<file path="src/rtl/ps2_keyboard_rx.sv">
// PS/2 keyboard receiver: synchronises the PS/2 lines, deframes 11-bit frames,
// checks start/parity/stop and queues good scancodes behind a valid/ready port.
//
// state   | meaning
// IDLE    | waiting for a start bit (falling edge with data low)
// RECEIVE | shifting in data, parity and stop bits; watching for timeout
// CHECK   | one cycle: verify parity/stop, push byte or flag frame_error
module ps2_keyboard_rx #(
    parameter int TIMEOUT_CYCLES = 32000,
    parameter int FIFO_DEPTH     = 4
) (
    input  logic       CLK,
    input  logic       reset,
    input  logic       keyboard_clock,
    input  logic       keyboard_data,
    output logic [7:0] code,
    output logic       code_valid,
    input  logic       code_ready,
    output logic       frame_error,
    output logic       overflow
);
    localparam int AW = $clog2(FIFO_DEPTH);
    localparam int TW = $clog2(TIMEOUT_CYCLES + 1);
    localparam logic [TW-1:0] TO_LAST = TW'(TIMEOUT_CYCLES - 1);

    typedef enum logic [1:0] {IDLE, RECEIVE, CHECK} state_t;
    state_t state, state_next;

    logic          clk_s1, clk_s2, clk_s3;
    logic          dat_s1, dat_s2;
    logic          fe;
    logic [3:0]    bit_cnt;
    logic [TW-1:0] to_cnt;
    logic [7:0]    shift;
    logic          parity, stop;
    logic          good, push_req, push, pop, full, empty;
    logic [7:0]    mem [FIFO_DEPTH];
    logic [AW:0]   wr_ptr, rd_ptr;

    always_ff @(posedge CLK) begin
        if (reset) begin
            {clk_s1, clk_s2, clk_s3, dat_s1, dat_s2} <= '1;
        end else begin
            clk_s1 <= keyboard_clock;
            clk_s2 <= clk_s1;
            clk_s3 <= clk_s2;
            dat_s1 <= keyboard_data;
            dat_s2 <= dat_s1;
        end
    end

    assign fe   = !clk_s2 && clk_s3;
    assign good = (^{shift, parity}) && stop;

    always_comb begin
        state_next  = state;
        frame_error = 1'b0;
        push_req    = 1'b0;
        case (state)
            IDLE: begin
                if (fe) begin
                    if (!dat_s2) state_next = RECEIVE;
                    else         frame_error = 1'b1;
                end
            end
            RECEIVE: begin
                if (fe) begin
                    if (bit_cnt == 4'd9) state_next = CHECK;
                end else if (to_cnt == TO_LAST) begin
                    frame_error = 1'b1;
                    state_next  = IDLE;
                end
            end
            CHECK: begin
                state_next = IDLE;
                if (good) push_req    = 1'b1;
                else      frame_error = 1'b1;
            end
            default: state_next = IDLE;
        endcase
    end

    always_ff @(posedge CLK) begin
        if (reset) begin
            state   <= IDLE;
            bit_cnt <= '0;
            to_cnt  <= '0;
            shift   <= '0;
            parity  <= 1'b0;
            stop    <= 1'b0;
        end else begin
            state <= state_next;
            if (state == IDLE && fe && !dat_s2) begin
                bit_cnt <= '0;
                to_cnt  <= '0;
            end else if (state == RECEIVE) begin
                if (fe) begin
                    to_cnt  <= '0;
                    bit_cnt <= bit_cnt + 4'd1;
                    // data arrives LSB first, so shift in from the top
                    if (bit_cnt < 4'd8)       shift  <= {dat_s2, shift[7:1]};
                    else if (bit_cnt == 4'd8) parity <= dat_s2;
                    else                      stop   <= dat_s2;
                end else begin
                    to_cnt <= to_cnt + TW'(1);
                end
            end
        end
    end

    assign empty      = (wr_ptr == rd_ptr);
    assign full       = (wr_ptr[AW] != rd_ptr[AW]) && (wr_ptr[AW-1:0] == rd_ptr[AW-1:0]);
    assign code_valid = !empty;
    assign code       = mem[rd_ptr[AW-1:0]];
    assign pop        = code_valid && code_ready;
    // a pop in the same cycle frees the slot, so a full FIFO can still accept
    assign push       = push_req && (!full || pop);
    assign overflow   = push_req && full && !pop;

    always_ff @(posedge CLK) begin
        if (reset) begin
            wr_ptr <= '0;
            rd_ptr <= '0;
            for (int i = 0; i < FIFO_DEPTH; i++) mem[i] <= '0;
        end else begin
            if (push) begin
                mem[wr_ptr[AW-1:0]] <= shift;
                wr_ptr <= wr_ptr + (AW+1)'(1);
            end
            if (pop) rd_ptr <= rd_ptr + (AW+1)'(1);
        end
    end
endmodule

</file>
<file path="config.mk">
export PLATFORM = sky130hd
export DESIGN_NAME = ps2_keyboard_rx
export DESIGN_NICKNAME = d
export VERILOG_FILES = /design/src/rtl/ps2_keyboard_rx.sv
export SDC_FILE = /design/constraint.sdc
export NUM_CORES = 1
export LEC_CHECK = 0
export CAP_MARGIN = 15
export CORE_UTILIZATION = 45
export CTS_CLUSTER_DIAMETER = 40
export CTS_CLUSTER_SIZE = 10
export DETAILED_ROUTE_END_ITERATION = 10
export GPL_TIMING_DRIVEN = 0
export PLACE_DENSITY_LB_ADDON = 0.3
export SETUP_SLACK_MARGIN = 0.4
export SLEW_MARGIN = 20
export SYNTH_ARGS = -nofsm -noshare
export SYNTH_HDL_FRONTEND = slang
export SYNTH_SLANG_ARGS = --single-unit
</file>
<file path="constraint.sdc">
create_clock -name CLK -period 5.1 [get_ports CLK]
set_input_delay 1.02 -clock CLK [delete_from_list [all_inputs] [get_ports CLK]]
set_output_delay 1.02 -clock CLK [all_outputs]
set_load 0.1 [all_outputs]
</file>
==> metrics, run 1 <==
setup repair after global routing missed its margin no; final count of negative-setup-slack endpoints 0; post-route worst setup slack 0.854 ns; Worst Hold Endpoint dat_s2; nature of the critical path endpoint primary output; Post-synth top flop sky130_fd_sc_hd__dfxtp_1; count of cells along the worst register-to-register path 7; classification of the worst setup path reg -> out; Tightest Pin Transition 0.966 ns; total number of vias 2451; Gate Count Post-Synth 325; fin crit share 83.3%; hold buffer count at cts 0; clock skew after layout 0.00651 ns; Yosys warnings 0; clock tree from TritonCTS done; Layout Nets 362; Hold WC Path Type reg -> reg; Max Transition Viols Final 0; buffer cell driving the clock tree root sky130_fd_sc_hd__clkbuf_8; post-route ant nets 0; Hold Violations, Final 0; Setup Slack @ Placement 0.909 ns; initial DRC count 116; Core Region 7410 um2; Critical Path Fanout Max 7; ports placed on the boundary 16; initial standard-cell utilization of the core 47.5%; number of inserted diodes 0; horizontal extent of the die 90.4 um; number of flops mapped to enable cells by yosys 32; clk_lat worst skew 0.36 ns; largest net degree at the start of global routing 13; fmax 0.236 GHz; type of element launching the critical path register; DRC violations left 0; Storage cell area 1840 um2; total power divided by cell area 286 nW/um2; setup tns final 0 ns; Worst Hold Launch dat_s1; Syn Area/Cell 10.8 um2; area of the multi-input gates 1550 um2; GRT Total Usage 18.8%; port bufs 15; sequential share of the synthesized area 52.3%; overall routed net length 6950 um; Cell variety after synth 45; critical path data arrival time 3.23 ns; overall power after layout 1140 uW; ys async rst share 0%; max_cap viols 0; Placer Congestion 0.767; site row count 31; CTS buffer count 9; post-synth design cell area 3520 um2; run status finished clean; Die Span Y 90.4 um; register bit count reported by yosys 76; Leakage 0.00137 uW; dpl hpwl 4800 um; wire length per cell after detailed routing 15.3 um; r2r endpoint mem[0][6]; relative area change from synthesis to final layout 13.4%; vias in the first global route 2398; setup slack of the worst register-to-register path 1.89 ns; min Tclk post-route 4.25 ns; worst hold path depth 1; global route overflow 0; clock transition at the registers of the reported paths 0.07 ns; area enclosed by the die boundary 8180 um2; clock tree buffer depth 2; Worst slew margin 35.4%; Post-Syn Nets 336; data required time at the worst endpoint 4.08 ns; Worst VDD drop 169 uV; total iterations of the first detailed-routing run 6; quantity of gates resized following cts 0; Via-to-Cell Ratio 5.39; htree depth 3; Post CTS Setup Buffer Count 0; Worst R2R Start shift[7]; wire length of the first global-routing pass 11800 um; filler instances 661; sinks on the clock net 76; share of post-route cells with drive strength above 1 12.1%; antenna violations before repair 0
synth_stat cells (2+ instances only):
cell type                  number  area [um2]
sky130_fd_sc_hd__dfxtp_1       44         881
sky130_fd_sc_hd__nor2_1        33         124
sky130_fd_sc_hd__edfxtp_1      32         961
sky130_fd_sc_hd__nand2_1       24        90.1
sky130_fd_sc_hd__a21oi_1       15        75.1
sky130_fd_sc_hd__clkbuf_1      14        52.6
sky130_fd_sc_hd__xor2_1        14         123
sky130_fd_sc_hd__inv_1         12        45.0
sky130_fd_sc_hd__nor4_1        12        75.1
sky130_fd_sc_hd__xnor2_1       12         105
sky130_fd_sc_hd__nand3_1       10        50.1
sky130_fd_sc_hd__and2_1         8        50.1
sky130_fd_sc_hd__and4_1         8        70.1
sky130_fd_sc_hd__mux4_2         8         180
sky130_fd_sc_hd__o21ai_0        8        40.0
sky130_fd_sc_hd__nor3_1         7        35.0
sky130_fd_sc_hd__ha_1           6        75.1
sky130_fd_sc_hd__nor3_2         6        60.1
sky130_fd_sc_hd__nand2b_1       5        31.3
sky130_fd_sc_hd__or2_2          5        31.3
sky130_fd_sc_hd__mux2i_1        4        40.0
sky130_fd_sc_hd__nand4_1        4        25.0
sky130_fd_sc_hd__buf_1          3        11.3
sky130_fd_sc_hd__nor2b_1        3        18.8
sky130_fd_sc_hd__o21bai_1       3        22.5
sky130_fd_sc_hd__a31o_2         2        17.5
sky130_fd_sc_hd__and3_1         2        12.5
sky130_fd_sc_hd__nand3b_1       2        15.0
sky130_fd_sc_hd__nand4b_1       2        17.5
sky130_fd_sc_hd__nor3b_1        2        15.0
layout by cell type, fill, tap and decap left out, types with 3 or more instances in the layout:
| cell type | netlist | routed |
|---|---|---|
| sky130_fd_sc_hd__a21oi_1 | 15 | 15 |
| sky130_fd_sc_hd__and2_1 | 8 | 8 |
| sky130_fd_sc_hd__and4_1 | 8 | 8 |
| sky130_fd_sc_hd__buf_1 | 3 | 3 |
| sky130_fd_sc_hd__clkbuf_1 | 14 | 16 |
| sky130_fd_sc_hd__clkbuf_8 | 0 | 9 |
| sky130_fd_sc_hd__clkdlybuf4s50_1 | 0 | 15 |
| sky130_fd_sc_hd__dfxtp_1 | 44 | 44 |
| sky130_fd_sc_hd__edfxtp_1 | 32 | 32 |
| sky130_fd_sc_hd__ha_1 | 6 | 6 |
| sky130_fd_sc_hd__inv_1 | 12 | 12 |
| sky130_fd_sc_hd__mux2i_1 | 4 | 4 |
| sky130_fd_sc_hd__mux4_2 | 8 | 8 |
| sky130_fd_sc_hd__nand2_1 | 24 | 24 |
| sky130_fd_sc_hd__nand2b_1 | 5 | 5 |
| sky130_fd_sc_hd__nand3_1 | 10 | 10 |
| sky130_fd_sc_hd__nand4_1 | 4 | 4 |
| sky130_fd_sc_hd__nor2_1 | 33 | 33 |
| sky130_fd_sc_hd__nor2b_1 | 3 | 3 |
| sky130_fd_sc_hd__nor3_1 | 7 | 7 |
| sky130_fd_sc_hd__nor3_2 | 6 | 6 |
| sky130_fd_sc_hd__nor4_1 | 12 | 10 |
| sky130_fd_sc_hd__o21ai_0 | 8 | 8 |
| sky130_fd_sc_hd__o21bai_1 | 3 | 3 |
| sky130_fd_sc_hd__or2_2 | 5 | 5 |
| sky130_fd_sc_hd__xnor2_1 | 12 | 12 |
| sky130_fd_sc_hd__xor2_1 | 14 | 14 |
through the flow:
stage | cells | hold WS, ns | instance area, um2 | utilization (%)
3_3_place_gp | 439 | 0.392 | 3800 | 51.3
2_1_floorplan | 325 | 0.389 | 3520 | -
3_5_place_dp | 439 | 0.394 | 3800 | 51.4
5_1_grt | 455 | 0.429 | 3990 | 53.8
6_report | 455 | 0.410 | 3990 | 53.8
4_1_cts | 455 | 0.412 | 3990 | 53.8
report_power, final:
| group | internal, uW | leakage [uW] | switching [uW] |
|---|---|---|---|
| Sequential | 642 | 0.000686 | 3.66 |
| Clock | 223 | 0.0000846 | 217 |
| Combinational | 15.3 | 0.000596 | 40.1 |
| Total | 880 | 0.00137 | 260 |
worst max-delay path by stage:
stage	to	start
after global placement	overflow	code_ready
after floorplan	overflow	code_ready
after CTS	frame_error	shift[7]
after detailed placement	overflow	code_ready
after global routing	frame_error	shift[7]
final	frame_error	shift[7]
cells by family after synthesis:
| kind of cell | share of synthesized area (%) |
|---|---|
| buffers and inverters | 3.98 |
| AOI/OAI and AO/OA | 5.69 |
| adders and majority gates | 2.13 |
| and+or+nand+nor | 21.7 |
| xor gates and xnor gates | 7.61 |
| DFF | 52.3 |
| muxes | 6.58 |
worst max-delay path, stage by stage (launching register included):
cell	delay, ns
sky130_fd_sc_hd__dfxtp_1	0.44
sky130_fd_sc_hd__xor2_1	0.20
sky130_fd_sc_hd__xnor3_2	0.46
sky130_fd_sc_hd__xnor2_2	0.36
sky130_fd_sc_hd__nor2_1	0.09
sky130_fd_sc_hd__a21oi_1	0.16
sky130_fd_sc_hd__clkdlybuf4s50_1	1.16
metal layers:
metal / GRT usage, % / vias up / wire, um
met5: 0 / - / 0
met4: 8.06 / 0 / 158
met3: 3.54 / 17 / 168
met2: 31.2 / 39 / 3440
met1: 24.0 / 1181 / 3180
li1: - / 1214 / -
registers in the layout (all words and copies together) (netlist names), 2 cells and up, named ones only:
register and cells:
mem 32, to_cnt 15, shift 8, bit_cnt 4, rd_ptr 3, wr_ptr 3, state 2
final cells by class:
class	count	share of cell area [%]
multi-input cells	218	38.8
clock inverters	5	1.32
clock buffers	11	3.29
plain buffers	19	2.38
flip-flops and latches	76	46.2
repair buffers	15	3.76
well taps	99	3.11
inverters	12	1.13
Power figures use the tool's default switching activity.
==> run 2, diff against run 1 <==
==> constraint.sdc (replaced) <==
create_clock -name CLK -period 4.1 [get_ports CLK]
set_input_delay 0.82 -clock CLK [delete_from_list [all_inputs] [get_ports CLK]]
set_output_delay 0.82 -clock CLK [all_outputs]
set_load 0.1 [all_outputs]
==> metrics, run 2 (synthesis results as in run 1) <==
largest registers mem (32), to_cnt (15), shift (8); clock tree from TritonCTS done; GRT Total Usage 18.8%; port bufs 15; clock tree buffer depth 2; Global Route met3 Usage 3.54%; sequential fraction of design power 56.7%; setup tns final 0 ns; net switching component of the power 323 uW; antenna violations before repair 0; total power divided by cell area 354 nW/um2; largest net degree at the start of global routing 13; post-route worst setup slack 0.716 ns; vias in the first global route 2398; relative area change from synthesis to final layout 13.7%; area enclosed by the die boundary 8180 um2; fmax 0.295 GHz; number of inserted diodes 0; filler instances 659; htree depth 3; min Tclk post-route 3.38 ns; critical path data arrival time 2.56 ns; setup repair after global routing missed its margin no; layer with the highest usage met2; buffer cell driving the clock tree root sky130_fd_sc_hd__clkbuf_8; post-route ant nets 0; clock group share of total power 38.5%; total iterations of the first detailed-routing run 5; type of element launching the critical path register; horizontal extent of the die 90.4 um; classification of the worst setup path reg -> out; Die Span Y 90.4 um; initial standard-cell utilization of the core 47.5%; overall routed net length 6980 um; Via-to-Cell Ratio 5.42; switching part of the total 22.8%; fin crit share 82.5%; DRC violations left 0; sinks on the clock net 76; initial DRC count 91; global route overflow 0; met2 track utilization from global routing 31.2%; met1 Use GR 24.0%; cell-internal power 1090 uW; clk_lat worst skew 0.35 ns; Leakage 0.00147 uW; most used cells in the layout excluding fill and tap cells sky130_fd_sc_hd__dfxtp_1 (44), sky130_fd_sc_hd__nor2_1 (33), sky130_fd_sc_hd__edfxtp_1 (32); Core Region 7410 um2; clock skew after layout 0.00710 ns; Hold Violations, Final 0; nature of the critical path endpoint primary output; run status finished clean; Max Transition Viols Final 0; dpl hpwl 4800 um; wire length of the first global-routing pass 11800 um; Non-Filler Cell Area, Final 4000 um2; Tightest Pin Transition 0.967 ns; data required time at the worst endpoint 3.28 ns; power share of the combinational group 4.8%; Worst VDD drop 210 uV; register containing the most flip-flops in the final layout mem; Placer Congestion 0.767; clock transition at the registers of the reported paths 0.07 ns; total number of vias 2467; placed standard-cell area 3800 um2; share of post-route cells with drive strength above 1 12.6%; Critical Path Fanout Max 7; Setup Slack @ Placement 0.309 ns; Worst slew margin 35.4%; wire length per cell after detailed routing 15.3 um; Layout Nets 362; max_cap viols 0; max FFs per register 32; site row count 31; final count of negative-setup-slack endpoints 0; Hold WC Path Type reg -> reg; CTS buffer count 9; ports placed on the boundary 16; commonest non-fill, non-tap cell in the layout sky130_fd_sc_hd__dfxtp_1
## run 2: cell count changes in the layout (fill, tap and decap cells not counted)
cell                              previous run  this run
sky130_fd_sc_hd__clkdlybuf4s50_1            15         5
sky130_fd_sc_hd__dlymetal6s2s_1              0         8
sky130_fd_sc_hd__clkbuf_2                    0         2
## run 2: area by class of cell
cell class | instances | area [um2] | area share [%]
Clock inverter | 5 | 52.6 | 1.31
Sequential cell | 76 | 1840 | 46.1
Tap cell | 99 | 124 | 3.10
Buffer | 19 | 95.1 | 2.38
Clock buffer | 11 | 131 | 3.29
Timing Repair Buffer | 15 | 160 | 4.01
Multi-Input combinational cell | 218 | 1550 | 38.7
Inverter | 12 | 45.0 | 1.13
## run 2: through the flow
| step | utilization [%] | hold WS [ns] | power, uW | std cells |
|---|---|---|---|---|
| floorplan | - | 0.389 | 867 | 325 |
| global placement | 51.3 | 0.392 | 888 | 439 |
| detailed placement | 51.4 | 0.394 | 890 | 439 |
| CTS | 53.8 | 0.412 | 1430 | 455 |
| global route | 54.0 | 0.429 | 1470 | 455 |
| finish | 54.0 | 0.410 | 1420 | 455 |
## run 2: worst paths after layout
| check | from | end | slack (ns) | cells past startpoint |
|---|---|---|---|---|
| worst min register to register | dat_s1 | dat_s2 | 0.41 | 1 |
| worst max-delay path | shift[7] | frame_error | 0.72 | 6 |
| worst min-delay path | dat_s1 | dat_s2 | 0.41 | 1 |
| worst max register to register | shift[7] | mem[0][6] | 0.87 | 7 |
## run 2: worst max-delay path: stages, from the launching register on
cell and delay, ns:
sky130_fd_sc_hd__dfxtp_1 0.45, sky130_fd_sc_hd__xor2_1 0.21, sky130_fd_sc_hd__xnor3_2 0.47, sky130_fd_sc_hd__xnor2_2 0.36, sky130_fd_sc_hd__nor2_1 0.09, sky130_fd_sc_hd__a21oi_1 0.17, sky130_fd_sc_hd__clkbuf_2 0.48
## run 2: metal layers
metal  share of wire (%)  vias to the layer above
met5                   0                        -
met1                  45                     1183
li1                    -                     1216
met4                 1.9                        0
met2                  50                       58
met3                 3.6                       10
## run 2: power by group through the flow
stage | clock (uW) | combinational, uW | sequential, uW
floorplan | 0 | 48.4 | 818
global placement | 0 | 68.1 | 820
detailed placement | 0 | 69.2 | 821
CTS | 557 | 69.1 | 803
global route | 593 | 72.8 | 804
finish | 546 | 68.2 | 803
## run 2: what timing repair did
item,CTS,global route
gates cloned,0,0
endpoints found under the setup margin,2,10
buffers inserted,0,0
hold buffers,0,0
gates resized for setup,2,13
